## config.mk

```make
export PLATFORM = sky130hd
export DESIGN_NAME = eth_rcr_unpack
export DESIGN_NICKNAME = d
export VERILOG_FILES = /design/src/rtl/eth_rcr_unpack.sv
export SDC_FILE = /design/constraint.sdc
export NUM_CORES = 1
export LEC_CHECK = 0
export CORE_UTILIZATION = 60
export DETAILED_ROUTE_END_ITERATION = 7
export GPL_TIMING_DRIVEN = 1
export PLACE_DENSITY = 0.84
export SLEW_MARGIN = 20
export SYNTH_ARGS = -nofsm -noshare
export SYNTH_HDL_FRONTEND = slang
export SYNTH_SLANG_ARGS = --single-unit
export TNS_END_PERCENT = 10
```

## constraint.sdc

```tcl
create_clock -name i_axi_rx_clk -period 24 [get_ports i_axi_rx_clk]
set_input_delay 7.2 -clock i_axi_rx_clk [delete_from_list [all_inputs] [get_ports i_axi_rx_clk]]
set_output_delay 7.2 -clock i_axi_rx_clk [all_outputs]
set_load 0.02 [all_outputs]
```

## src/rtl/eth_rcr_unpack.sv

```systemverilog
`timescale 1ns/1ps
// Ethernet Rx unpacker: filters frames on destination MAC, strips the 14-byte
// header and forwards exactly `length` payload bytes with tlast on the last one.
module eth_rcr_unpack #(
  parameter logic [47:0] my_addr       = 48'h001F293A10FD,
  parameter bit          accept_bcast  = 1'b1,
  parameter logic [15:0] max_data_size = 16'd1024
) (
  input  logic        i_axi_rx_clk,
  input  logic        i_axi_rx_rst,
  input  logic [7:0]  i_rx_axis_fifo_tdata,
  input  logic        i_rx_axis_fifo_tvalid,
  input  logic        i_rx_axis_fifo_tlast,
  output logic        o_rx_axis_fifo_tready,
  output logic [7:0]  o_axi_rx_tdata,
  output logic        o_axi_rx_data_tvalid,
  output logic        o_axi_rx_data_tlast,
  input  logic        i_axi_rx_data_tready,
  output logic [47:0] o_src_addr,
  output logic [15:0] o_pkt_len,
  output logic        o_pkt_drop,
  output logic        o_len_err
);
  typedef enum logic [1:0] {HDR, DATA, DROP} state_t;

  state_t        state, state_nxt;
  logic [3:0]    cnt;
  logic [103:0]  hdr_sr;   // header bytes 0..12, byte 0 in the top lane
  logic [15:0]   pc, pc_inc;
  logic [47:0]   hdr_dst, hdr_src;
  logic [15:0]   hdr_len;
  logic          up_beat, dn_beat, hdr_done, hdr_ok, runt, pay_end;

  assign up_beat  = i_rx_axis_fifo_tvalid & o_rx_axis_fifo_tready;
  assign dn_beat  = o_axi_rx_data_tvalid & i_axi_rx_data_tready;
  assign hdr_dst  = hdr_sr[103:56];
  assign hdr_src  = hdr_sr[55:8];
  assign hdr_len  = {hdr_sr[7:0], i_rx_axis_fifo_tdata};
  assign hdr_done = up_beat && (state == HDR) && (cnt == 4'd13);
  assign hdr_ok   = ((hdr_dst == my_addr) || (accept_bcast && (hdr_dst == {48{1'b1}}))) &&
                    (hdr_len != 16'd0) && (hdr_len <= max_data_size) && !i_rx_axis_fifo_tlast;
  assign runt     = up_beat && (state == HDR) && (cnt != 4'd13) && i_rx_axis_fifo_tlast;
  assign pc_inc   = pc + 16'd1;
  assign pay_end  = (pc_inc == o_pkt_len);

  always_ff @(posedge i_axi_rx_clk or posedge i_axi_rx_rst)
    if (i_axi_rx_rst) state <= HDR;
    else              state <= state_nxt;

  always_comb begin
    state_nxt = state;
    case (state)
      HDR:  if (hdr_done) state_nxt = hdr_ok ? DATA : (i_rx_axis_fifo_tlast ? HDR : DROP);
      DATA: if (up_beat) begin
              if (pay_end)                   state_nxt = i_rx_axis_fifo_tlast ? HDR : DROP;
              else if (i_rx_axis_fifo_tlast) state_nxt = HDR;
            end
      DROP: if (up_beat && i_rx_axis_fifo_tlast) state_nxt = HDR;
      default: state_nxt = HDR;
    endcase
  end

  // Header/drop bytes never touch the output register, so upstream only
  // waits on the user while payload is flowing.
  always_comb
    o_rx_axis_fifo_tready = (state != DATA) || !o_axi_rx_data_tvalid || i_axi_rx_data_tready;

  always_ff @(posedge i_axi_rx_clk or posedge i_axi_rx_rst) begin
    if (i_axi_rx_rst) begin
      cnt                  <= '0;
      hdr_sr               <= '0;
      pc                   <= '0;
      o_axi_rx_tdata       <= '0;
      o_axi_rx_data_tvalid <= 1'b0;
      o_axi_rx_data_tlast  <= 1'b0;
      o_src_addr           <= '0;
      o_pkt_len            <= '0;
      o_pkt_drop           <= 1'b0;
      o_len_err            <= 1'b0;
    end else begin
      o_pkt_drop <= runt || (hdr_done && !hdr_ok);
      o_len_err  <= (state == DATA) && up_beat && !pay_end && i_rx_axis_fifo_tlast;

      if ((state == HDR) && up_beat) begin
        cnt    <= (i_rx_axis_fifo_tlast || (cnt == 4'd13)) ? 4'd0 : cnt + 4'd1;
        hdr_sr <= {hdr_sr[95:0], i_rx_axis_fifo_tdata};
      end

      if (hdr_done && hdr_ok) begin
        o_src_addr <= hdr_src;
        o_pkt_len  <= hdr_len;
        pc         <= '0;
      end

      if ((state == DATA) && up_beat) begin
        o_axi_rx_tdata       <= i_rx_axis_fifo_tdata;
        o_axi_rx_data_tvalid <= 1'b1;
        o_axi_rx_data_tlast  <= pay_end || i_rx_axis_fifo_tlast;
        pc                   <= pc_inc;
      end else if (dn_beat) begin
        o_axi_rx_data_tvalid <= 1'b0;
      end
    end
  end
endmodule
```

# Yosys cells after proc, flatten, opt, wreduce, memory -nomap -nowiden
# Index checks and enable logic that the tools add are counted.
# op_classes
addsub	2
magnitude_cmp	1
n_eq_ne	12
muxes	13
bitwise_logic	2
reduce_logical	28
# ops
operator	n
$eq A48 B37 Y1 const B	1
$eq A48 B48 Y1 const B	1
$mux W16	2
$add A16 B1 Y16 const B	1
$eq A16 B16 Y1	1
$le A16 B11 Y1 const B	1
$reduce_bool A16 Y1	1
$mux W2	7
$logic_and A1 B1 Y1	13
$logic_or A1 B1 Y1	6
$ne A2 B2 Y1 const B	3
$pmux W2 S3	1
$add A4 B1 Y4 const B	1
$eq A4 B4 Y1 const B	1
$logic_not A1 Y1	4
$mux W4	1
$ne A4 B4 Y1 const B	1
$reduce_and A4 Y1	1
$reduce_bool A2 Y1	2
$ne A3 B3 Y1 const B	1
$and A1 B1 Y1	2
$eq A2 B1 Y1 const B	1
$eq A2 B2 Y1 const B	1
$logic_not A2 Y1	1
2 further kinds	3
# word_totals
regBits	202
inputBits	13
output_inout_bits	77

# Logic depth before layout (Yosys ltp)
# Gate-level depths: netlist of the first run.
# depth
word_depth	9
mapped_depth	8
mapped_depth_nobuf	7

# Least setup slack after synthesis of the first run
# Ideal clock, no wire load.
# synth_timing
path_type	input -> output
startpoint	in i_axi_rx_data_tready
endpoint	out o_rx_axis_fifo_tready
arrival_ns	7.708
required_ns	16.800
slack_ns	9.092
stages	2
path_buffers	0
cell_sequence	nand2b_1 or2_2
# synth_via
elab_chain_len	1
# synth_lines
element	line	rtl
start, declared	18	input logic i_axi_rx_data_tready,
$logic_or A1 B1 Y1	66	o_rx_axis_fifo_tready = (state != DATA) || !o_axi_rx_data_tvalid || i_axi_rx_data_tready;
end, declared	14	output logic o_rx_axis_fifo_tready,
# No other way between the ends.

# Final worst setup path of the first run
# Same ends and word-level chain as after synthesis.

==> results.json, run 1 <==
{
  "clk_pin_slew_ps": 60,
  "grt_pass1_wl_um": 32000,
  "hold_end": "o_axi_rx_tdata[1]$_DFFE_PP0P_",
  "post_cts_buffers": 0,
  "cts_made_buffers": 21,
  "worst_slew_pin_slew_ps": 1060,
  "ys_ff_latch": 202,
  "synth_nets": 901,
  "min_period_ps": 15810,
  "crit_path_start_kind": "primary input",
  "p_int_uw": 716,
  "worstRegToRegCells": 7,
  "cts_tree": "yes",
  "hold_depth": 2,
  "fin_skew_ps": 9.39,
  "routed_wl_um": 19400,
  "vias_per_cell": 5.77,
  "synth_cells": 885,
  "criticalPathCategory": "primary input to primary output",
  "setup_viol": 0,
  "powerDensity_nw_per_um2": 102,
  "place_hpwl_um": 11700,
  "maxCapViolCount": 0,
  "synth_area_um2": 8840,
  "drt-wirelength-per-cell_um": 16.9,
  "async_flop_share_pct": 100,
  "slew_headroom_pct": 29.1,
  "final_nets": 971,
  "synth_cell_types": 58,
  "yosysSeqAreaShare_pct": 57.2,
  "setup_tns_ps": 0,
  "wl_met2_um": 9430,
  "slew_viol_final": 0,
  "num_vias": 6614,
  "p_comb_share_pct": 20.6,
  "stdcell_area_um2": 10500,
  "start_util_pct": 62.5,
  "layout-drive-gt1-share_pct": 11.1,
  "seqPwrFrac_pct": 48.3,
  "r2r_slack_ps": 20690,
  "p_clk_share_pct": 31.1,
  "crit_path_start": "i_axi_rx_data_tready",
  "ioPinCount": 90,
  "dpl_cell_area_um2": 9750,
  "synth_area_leaders": "dfrtp_1 57%, nand2_1 15%, mux2_4 5.1%",
  "grt_max_degree": 133,
  "drt-pass1-iter-count": 5,
  "ant_nets": 0,
  "syn_to_final_growth_pct": 18.5,
  "rsz0062_at_grt": "false",
  "grt_pass1_vias": 6417,
  "vdd_ir_drop_max_mv": 0.0583,
  "synth.top_cell.area_share_pct": 57.2,
  "timing.fmax_mhz": 63.2,
  "yosys.area.top_type": "dfrtp_1",
  "clock_path_buffers": 3,
  "path_max_fanout": 5,
  "hold_viol": 0,
  "grt_usage_pct": 26.9,
  "top_layer": "met4",
  "p_leak_uw": 0.00514,
  "htree_levels": 1,
  "die_h_um": 123,
  "crit_required_ps": 16800,
  "die_w_um": 123,
  "hp-class": "register to register",
  "yosysWarnings": 0,
  "cts_resized": 0,
  "avgSynthCellArea_um2": 9.99,
  "timing.final.crit_share_pct": 65.9,
  "rows": 43,
  "ys.flop_type": "dfrtp_1",
  "io_buffer_count": 89,
  "hold_start": "o_axi_rx_tdata[1]$_DFFE_PP0P_",
  "die_area_um2": 15200,
  "fillers": 941,
  "met3WireLength_um": 1130,
  "finalWeightedCongestion": 0.870,
  "net-switching-power_uw": 357,
  "core_area_um2": 14100,
  "grt-ovfl-total": 0,
  "drc": 0,
  "antenna_found_initial": 0,
  "antennaDiodeCount": 0,
  "r2r-start": "hdr_sr[1]$_DFFE_PP0P_",
  "critPathArrivalTime_ps": 8610,
  "cts_sinks": 202,
  "clkLatencyLatePin_ps": 500,
  "status": "finished clean",
  "synth_edf_count": 0,
  "met1_length_um": 8320,
  "ctsHoldBuffers": 0,
  "cts-root-buf": "clkbuf_16",
  "netSwitchingFraction_pct": 33.3,
  "r2r-end": "pc[0]$_DFFE_PP0P_",
  "crit_path_end_kind": "primary output",
  "drtIter0Drc": 541
}
synthesized netlist by cell type (all sizes together) (3+ instances only):
library cell / instances
or2: 4
buf: 10
nand3b: 3
nand4: 17
o31ai: 6
and3: 6
or3: 3
nand3: 19
dfrtp: 202
o21ai: 14
nand2b: 4
clkbuf: 35
inv: 10
o211ai: 3
xnor2: 9
nor3: 12
nor4: 15
a21oi: 16
and4: 3
a31oi: 11
nor2b: 11
nor2: 15
xor2: 9
mux2: 57
ha: 3
or4: 3
nand2: 358
power groups by stage:
stage / clock, uW / sequential (uW) / combinational [uW]
finish: 333 / 518 / 220
global route: 349 / 531 / 251
CTS: 338 / 516 / 219
detailed placement: 0 / 519 / 215
global placement: 0 / 516 / 205
floorplan: 0 / 497 / 158
sequential cells by signal, indices dropped and copies added, names as in the netlist:
| register | flops |
|---|---|
| cnt | 4 |
| o_src_addr | 48 |
| o_pkt_drop | 1 |
| pc | 16 |
| o_axi_rx_data_tlast | 1 |
| state | 2 |
| o_pkt_len | 16 |
| hdr_sr | 104 |
| o_axi_rx_tdata | 8 |
| o_len_err | 1 |
| o_axi_rx_data_tvalid | 1 |
worst max-delay path by stage:
stage                     depth (start not counted)  slack, ps               endpoint
after floorplan                                   2       9090  o_rx_axis_fifo_tready
after global placement                            4       8200  o_rx_axis_fifo_tready
after detailed placement                          4       8180  o_rx_axis_fifo_tready
after CTS                                         4       8180  o_rx_axis_fifo_tready
after global routing                              4       8110  o_rx_axis_fifo_tready
final                                             4       8190  o_rx_axis_fifo_tready
metrics by stage:
stage | power (uW) | cells | hold slack [ps] | worst slack [ps] | util (%)
5_1_grt | 1130 | 1147 | 504 | 8110 | 74.1
3_5_place_dp | 734 | 1111 | 470 | 8180 | 68.9
6_report | 1070 | 1147 | 490 | 8190 | 74.1
4_1_cts | 1070 | 1146 | 487 | 8180 | 73.9
3_3_place_gp | 720 | 1111 | 458 | 8200 | 68.9
2_1_floorplan | 655 | 885 | 444 | 9090 | -
cells in the final DEF (no fill, tap or decap), drive strengths merged, types with 4 or more instances in the layout:
master	count
and3	6
a21oi	16
or2	4
nor3	12
clkdlybuf4s50	89
nand2b	4
nor2	15
clkbuf	28
nand2	358
xor2	9
nand4	17
nor2b	11
nand3	19
inv	11
o21ai	14
a31oi	11
xnor2	9
nor4	15
o31ai	6
dfrtp	202
mux2	57
cell type report:
type / count / area (um^2) / share of cell area [%]
Sequential cell: 202 / 5050 / 48.2
Multi-Input combinational cell: 628 / 3520 / 33.6
Timing Repair Buffer: 92 / 926 / 8.83
Clock buffer: 28 / 592 / 5.65
Tap cell: 180 / 225 / 2.15
Clock inverter: 7 / 114 / 1.09
Inverter: 10 / 45.0 / 0.430
worst max-delay path, cell delays in order:
cell and delay (ps):
clkdlybuf4s50_1 400, nand2b_1 200, or2_2 290, clkdlybuf4s50_1 530
cells by family after synthesis:
family	share of synthesized area, %
buf+inv	3.20
flops	57.2
fa+ha+maj	0.425
compound gates	4.63
xor+xnor	1.78
mux	8.65
simple gates	24.2
metal layers:
metal  vias up  GRT usage, %
li1       3086             -
met1      3282          36.6
met2       201          43.6
met3        45          5.67
met4         0          8.43
met5         -             0
Note: power is estimated with default switching activity, not from simulation.
==> inputs of run 2 (changes only) <==
CORE_UTILIZATION = 51   (was 60)
PLACE_DENSITY = 0.76   (was 0.84)
clock period = 13.2 ns   (was 24 ns; I/O delays follow)
==> results.json, run 2 (synthesized netlist as in run 1, its figures left out) <==
{
  "critPathArrivalTime_ps": 5370,
  "worstRegToRegCells": 7,
  "cts_tree": "yes",
  "grt_max_degree": 120,
  "vias_per_cell": 5.43,
  "layout_common_cells": "357 x nand2_1, 202 x dfrtp_1, 89 x clkdlybuf4s50_1",
  "die_h_um": 134,
  "clock_path_buffers": 3,
  "crit_path_end_kind": "primary output",
  "hp-class": "register to register",
  "antenna_found_initial": 0,
  "criticalPathCategory": "primary input to primary output",
  "cts_sinks": 202,
  "clk_pin_slew_ps": 60,
  "setup_tns_ps": 0,
  "regMostFlops": "hdr_sr",
  "p_leak_uw": 0.00516,
  "r2r_slack_ps": 9880,
  "seqPwrFrac_pct": 47.9,
  "start_util_pct": 52.8,
  "post_cts_buffers": 0,
  "vdd_ir_drop_max_mv": 0.125,
  "p_clk_share_pct": 32.1,
  "grt_pass1_vias": 6256,
  "num_vias": 6466,
  "htree_levels": 1,
  "netSwitchingFraction_pct": 32.9,
  "layout-drive-gt1-share_pct": 11.1,
  "slew_headroom_pct": 25.4,
  "clkLatencyLatePin_ps": 510,
  "final_nets": 973,
  "place_hpwl_um": 11700,
  "drc": 0,
  "crit_required_ps": 9240,
  "drt-wirelength-per-cell_um": 15.9,
  "dp_slack_ps": 3860,
  "timing.final.crit_share_pct": 70.7,
  "grt_pass1_wl_um": 31800,
  "cts-root-buf": "clkbuf_16",
  "largest_reg_flops": 104,
  "rsz0062_at_grt": "false",
  "r2r-end": "pc[0]$_DFFE_PP0P_",
  "crit_path_start_kind": "primary input",
  "min_period_ps": 9330,
  "fillers": 1317,
  "timing.fmax_mhz": 107,
  "hold_viol": 0,
  "fin_skew_ps": 13.9,
  "io_buffer_count": 89,
  "die_w_um": 134,
  "p_int_uw": 1310,
  "die_area_um2": 17900,
  "r2r-start": "hdr_sr[1]$_DFFE_PP0P_",
  "grt-ovfl-total": 0,
  "syn_to_final_growth_pct": 19.5,
  "status": "finished clean",
  "ant_nets": 0,
  "maxCapViolCount": 0,
  "final_common_cell": "nand2_1",
  "ctsHoldBuffers": 0,
  "p_comb_share_pct": 20.0,
  "ioPinCount": 90,
  "drt-pass1-iter-count": 5,
  "crit_path_start": "i_axi_rx_data_tready",
  "drtIter0Drc": 517,
  "layout_setup_ws_ps": 3870,
  "core_area_um2": 16800,
  "slew_viol_final": 0,
  "routed_wl_um": 19000,
  "path_max_fanout": 5,
  "cts_made_buffers": 22,
  "grt_usage_pct": 21.9,
  "cp-endpoint": "o_rx_axis_fifo_tready",
  "antennaDiodeCount": 0,
  "worst_slew_pin_slew_ps": 1120,
  "net-switching-power_uw": 644,
  "finalWeightedCongestion": 0.806,
  "rows": 47,
  "cts_resized": 0,
  "setup_viol": 0,
  "top_regs": "hdr_sr (104), o_src_addr (48)",
  "powerDensity_nw_per_um2": 185
}
run 2: cell types whose count changed in the layout (fill, tap and decap cells not counted), sizes merged:
cell,delta
inv,-1
buf,+1
clkinv,+1
clkbuf,+3
run 2: worst max-delay path: stages:
cell and delay [ps]:
clkdlybuf4s50_1 390, nand2b_1 200, or2_2 290, clkdlybuf4s50_1 530
run 2: power groups by stage:
stage               sequential (uW)  combinational [uW]  clock [uW]
floorplan                       903                 288           0
global placement                939                 376           0
detailed placement              943                 391           0
CTS                             936                 396         640
global route                    963                 447         668
finish                          937                 391         628
run 2: worst min path at each step:
stage                                             start                            end  slack (ps)  cells past startpoint
after floorplan                      cnt[3]$_DFFE_PP0P_             cnt[3]$_DFFE_PP0P_         440                      1
after global placement    o_axi_rx_tdata[3]$_DFFE_PP0P_  o_axi_rx_tdata[3]$_DFFE_PP0P_         460                      2
after detailed placement  o_axi_rx_tdata[3]$_DFFE_PP0P_  o_axi_rx_tdata[3]$_DFFE_PP0P_         460                      2
after CTS                 o_axi_rx_tdata[2]$_DFFE_PP0P_  o_axi_rx_tdata[2]$_DFFE_PP0P_         480                      2
after global routing      o_axi_rx_tdata[7]$_DFFE_PP0P_  o_axi_rx_tdata[7]$_DFFE_PP0P_         490                      2
final                     o_axi_rx_tdata[2]$_DFFE_PP0P_  o_axi_rx_tdata[2]$_DFFE_PP0P_         480                      2
run 2: area by class of cell:
class | count | area (um^2) | area share, %
well taps | 220 | 275 | 2.61
inverters | 10 | 45.0 | 0.426
clock inverters | 7 | 135 | 1.28
flip-flops and latches | 202 | 5050 | 47.8
repair buffers | 93 | 925 | 8.75
clock buffers | 31 | 614 | 5.81
multi-input cells | 628 | 3520 | 33.3
run 2: routing by layer:
metal | routed length (um) | up-vias | GRT usage, %
met1 | 8650 | 3205 | 31.0
met3 | 1050 | 20 | 4.83
met2 | 9020 | 142 | 34.8
met5 | 0 | - | 0
li1 | - | 3099 | -
met4 | 276 | 0 | 4.86
run 2: stage by stage:
stage	cell area (um^2)	hold WS, ps	std cells	utilization (%)	total power (uW)
finish	10600	476	1191	63.0	1960
floorplan	8840	444	885	-	1190
global placement	9810	458	1153	58.5	1310
CTS	10600	476	1191	63.0	1970
detailed placement	9810	462	1153	58.5	1330
global route	10600	494	1191	63.0	2080
==> inputs of run 3 (changes only) <==
CORE_UTILIZATION = 57   (was 51)
PLACE_DENSITY = 0.8   (was 0.76)
clock period = 8.9 ns   (was 13.2 ns; I/O delays follow)
==> results.json, run 3 (synthesized netlist as in run 1, its figures left out) <==
{
  "clkLatencyLatePin_ps": 500,
  "cts_made_buffers": 21,
  "timing.fmax_mhz": 148,
  "critPathArrivalTime_ps": 4080,
  "drc": 0,
  "vias_per_cell": 5.56,
  "drt-pass1-iter-count": 6,
  "status": "finished clean",
  "path_max_fanout": 5,
  "grt_usage_pct": 24.7,
  "timing.final.crit_share_pct": 75.8,
  "hold_depth": 2,
  "final_nets": 971,
  "maxCapViolCount": 0,
  "ioPinCount": 90,
  "fin_skew_ps": 10.8,
  "whs_ps": 472,
  "regMostFlops": "hdr_sr",
  "crit_path_start": "i_axi_rx_data_tready",
  "setup_viol": 0,
  "crit_required_ps": 6230,
  "clk_pin_slew_ps": 60,
  "r2r_slack_ps": 5490,
  "grt_pass1_vias": 6335,
  "num_vias": 6439,
  "slew_viol_final": 0,
  "ctsHoldBuffers": 0,
  "grt_max_degree": 144,
  "slew_headroom_pct": 34.9,
  "die_h_um": 127,
  "finalWeightedCongestion": 0.819,
  "antennaDiodeCount": 0,
  "crit_path_start_kind": "primary input",
  "layout_common_cells": "357 x nand2_1, 202 x dfrtp_1, 89 x clkdlybuf4s50_1",
  "htree_levels": 1,
  "hp-class": "register to register",
  "drt-wirelength-per-cell_um": 16.3,
  "start_util_pct": 58.4,
  "drtIter0Drc": 659,
  "powerDensity_nw_per_um2": 273,
  "crit_path_end_kind": "primary output",
  "clock_path_buffers": 3,
  "cts_sinks": 202,
  "final_common_cell": "nand2_1",
  "r2r-end": "o_src_addr[27]$_DFFE_PP0P_",
  "criticalPathCategory": "primary input to primary output",
  "post_cts_buffers": 0,
  "io_buffer_count": 89,
  "worst_slew_pin_slew_ps": 974,
  "layout-drive-gt1-share_pct": 11.5,
  "cts_tree": "yes",
  "setup_tns_ps": 0,
  "worstRegToRegCells": 6,
  "hold_start": "o_axi_rx_tdata[5]$_DFFE_PP0P_",
  "min_period_ps": 6750,
  "r2r-start": "hdr_sr[1]$_DFFE_PP0P_",
  "antenna_found_initial": 0,
  "grt-ovfl-total": 0,
  "grt_pass1_wl_um": 32100,
  "core_area_um2": 15100,
  "fillers": 1075,
  "p_leak_uw": 0.00514,
  "cts_resized": 0,
  "vdd_ir_drop_max_mv": 0.169,
  "die_area_um2": 16000,
  "ant_nets": 0,
  "rows": 45,
  "cts-root-buf": "clkbuf_16",
  "hold_viol": 0,
  "die_w_um": 127,
  "fin_util_pct": 69.3,
  "place_hpwl_um": 11800,
  "rsz0062_at_grt": "false",
  "syn_to_final_growth_pct": 18.6,
  "hold_end": "o_axi_rx_tdata[5]$_DFFE_PP0P_",
  "largest_reg_flops": 104,
  "top_regs": "hdr_sr (104), o_src_addr (48)",
  "routed_wl_um": 18900
}
[run 3: worst max path at each step]
| stage | to | slack [ps] | depth (start not counted) |
|---|---|---|---|
| floorplan | cnt[0]$_DFFE_PP0P_ | 720 | 1 |
| CTS | o_rx_axis_fifo_tready | 2140 | 4 |
| finish | o_rx_axis_fifo_tready | 2150 | 4 |
| global placement | o_rx_axis_fifo_tready | 2150 | 4 |
| detailed placement | o_rx_axis_fifo_tready | 2150 | 4 |
| global route | o_rx_axis_fifo_tready | 2100 | 4 |
[run 3: final cells by class]
cell class | instances | area, um^2 | area share, %
timing repair buffer | 92 | 933 | 8.90
clock buffer | 25 | 571 | 5.44
inverter | 10 | 45.0 | 0.429
tap | 188 | 235 | 2.24
multi-input combinational | 628 | 3520 | 33.6
sequential | 202 | 5050 | 48.2
clock inverter | 13 | 128 | 1.22
[run 3: power by group]
group / internal (uW) / leakage (uW) / switching, uW / total, uW
Combinational: 228 / 0.00209 / 364 / 592
Sequential: 1150 / 0.00270 / 241 / 1390
Clock: 518 / 0.000346 / 357 / 875
Total: 1900 / 0.00514 / 962 / 2860
[run 3: through the flow]
step / cell area [um^2] / std cells / power [uW] / setup WS (ps)
after global routing: 10500 / 1158 / 3030 / 2100
after detailed placement: 9760 / 1119 / 1980 / 2150
final: 10500 / 1158 / 2860 / 2150
after global placement: 9760 / 1119 / 1950 / 2150
after CTS: 10500 / 1157 / 2860 / 2140
after floorplan: 8840 / 885 / 1770 / 719
[run 3: critical path, stage by stage]
cell             delay, ps
clkdlybuf4s50_1        390
nand2b_1               200
or2_2                  290
clkdlybuf4s50_1        530
[run 3: per-layer routing]
| metal | track usage [%] | vias up | part of all wire, % |
|---|---|---|---|
| li1 | - | 3089 | - |
| met1 | 34.7 | 3163 | 45 |
| met2 | 39.8 | 160 | 48 |
| met3 | 4.93 | 27 | 5.3 |
| met4 | 5.95 | 0 | 1.7 |
| met5 | 0 | - | 0 |
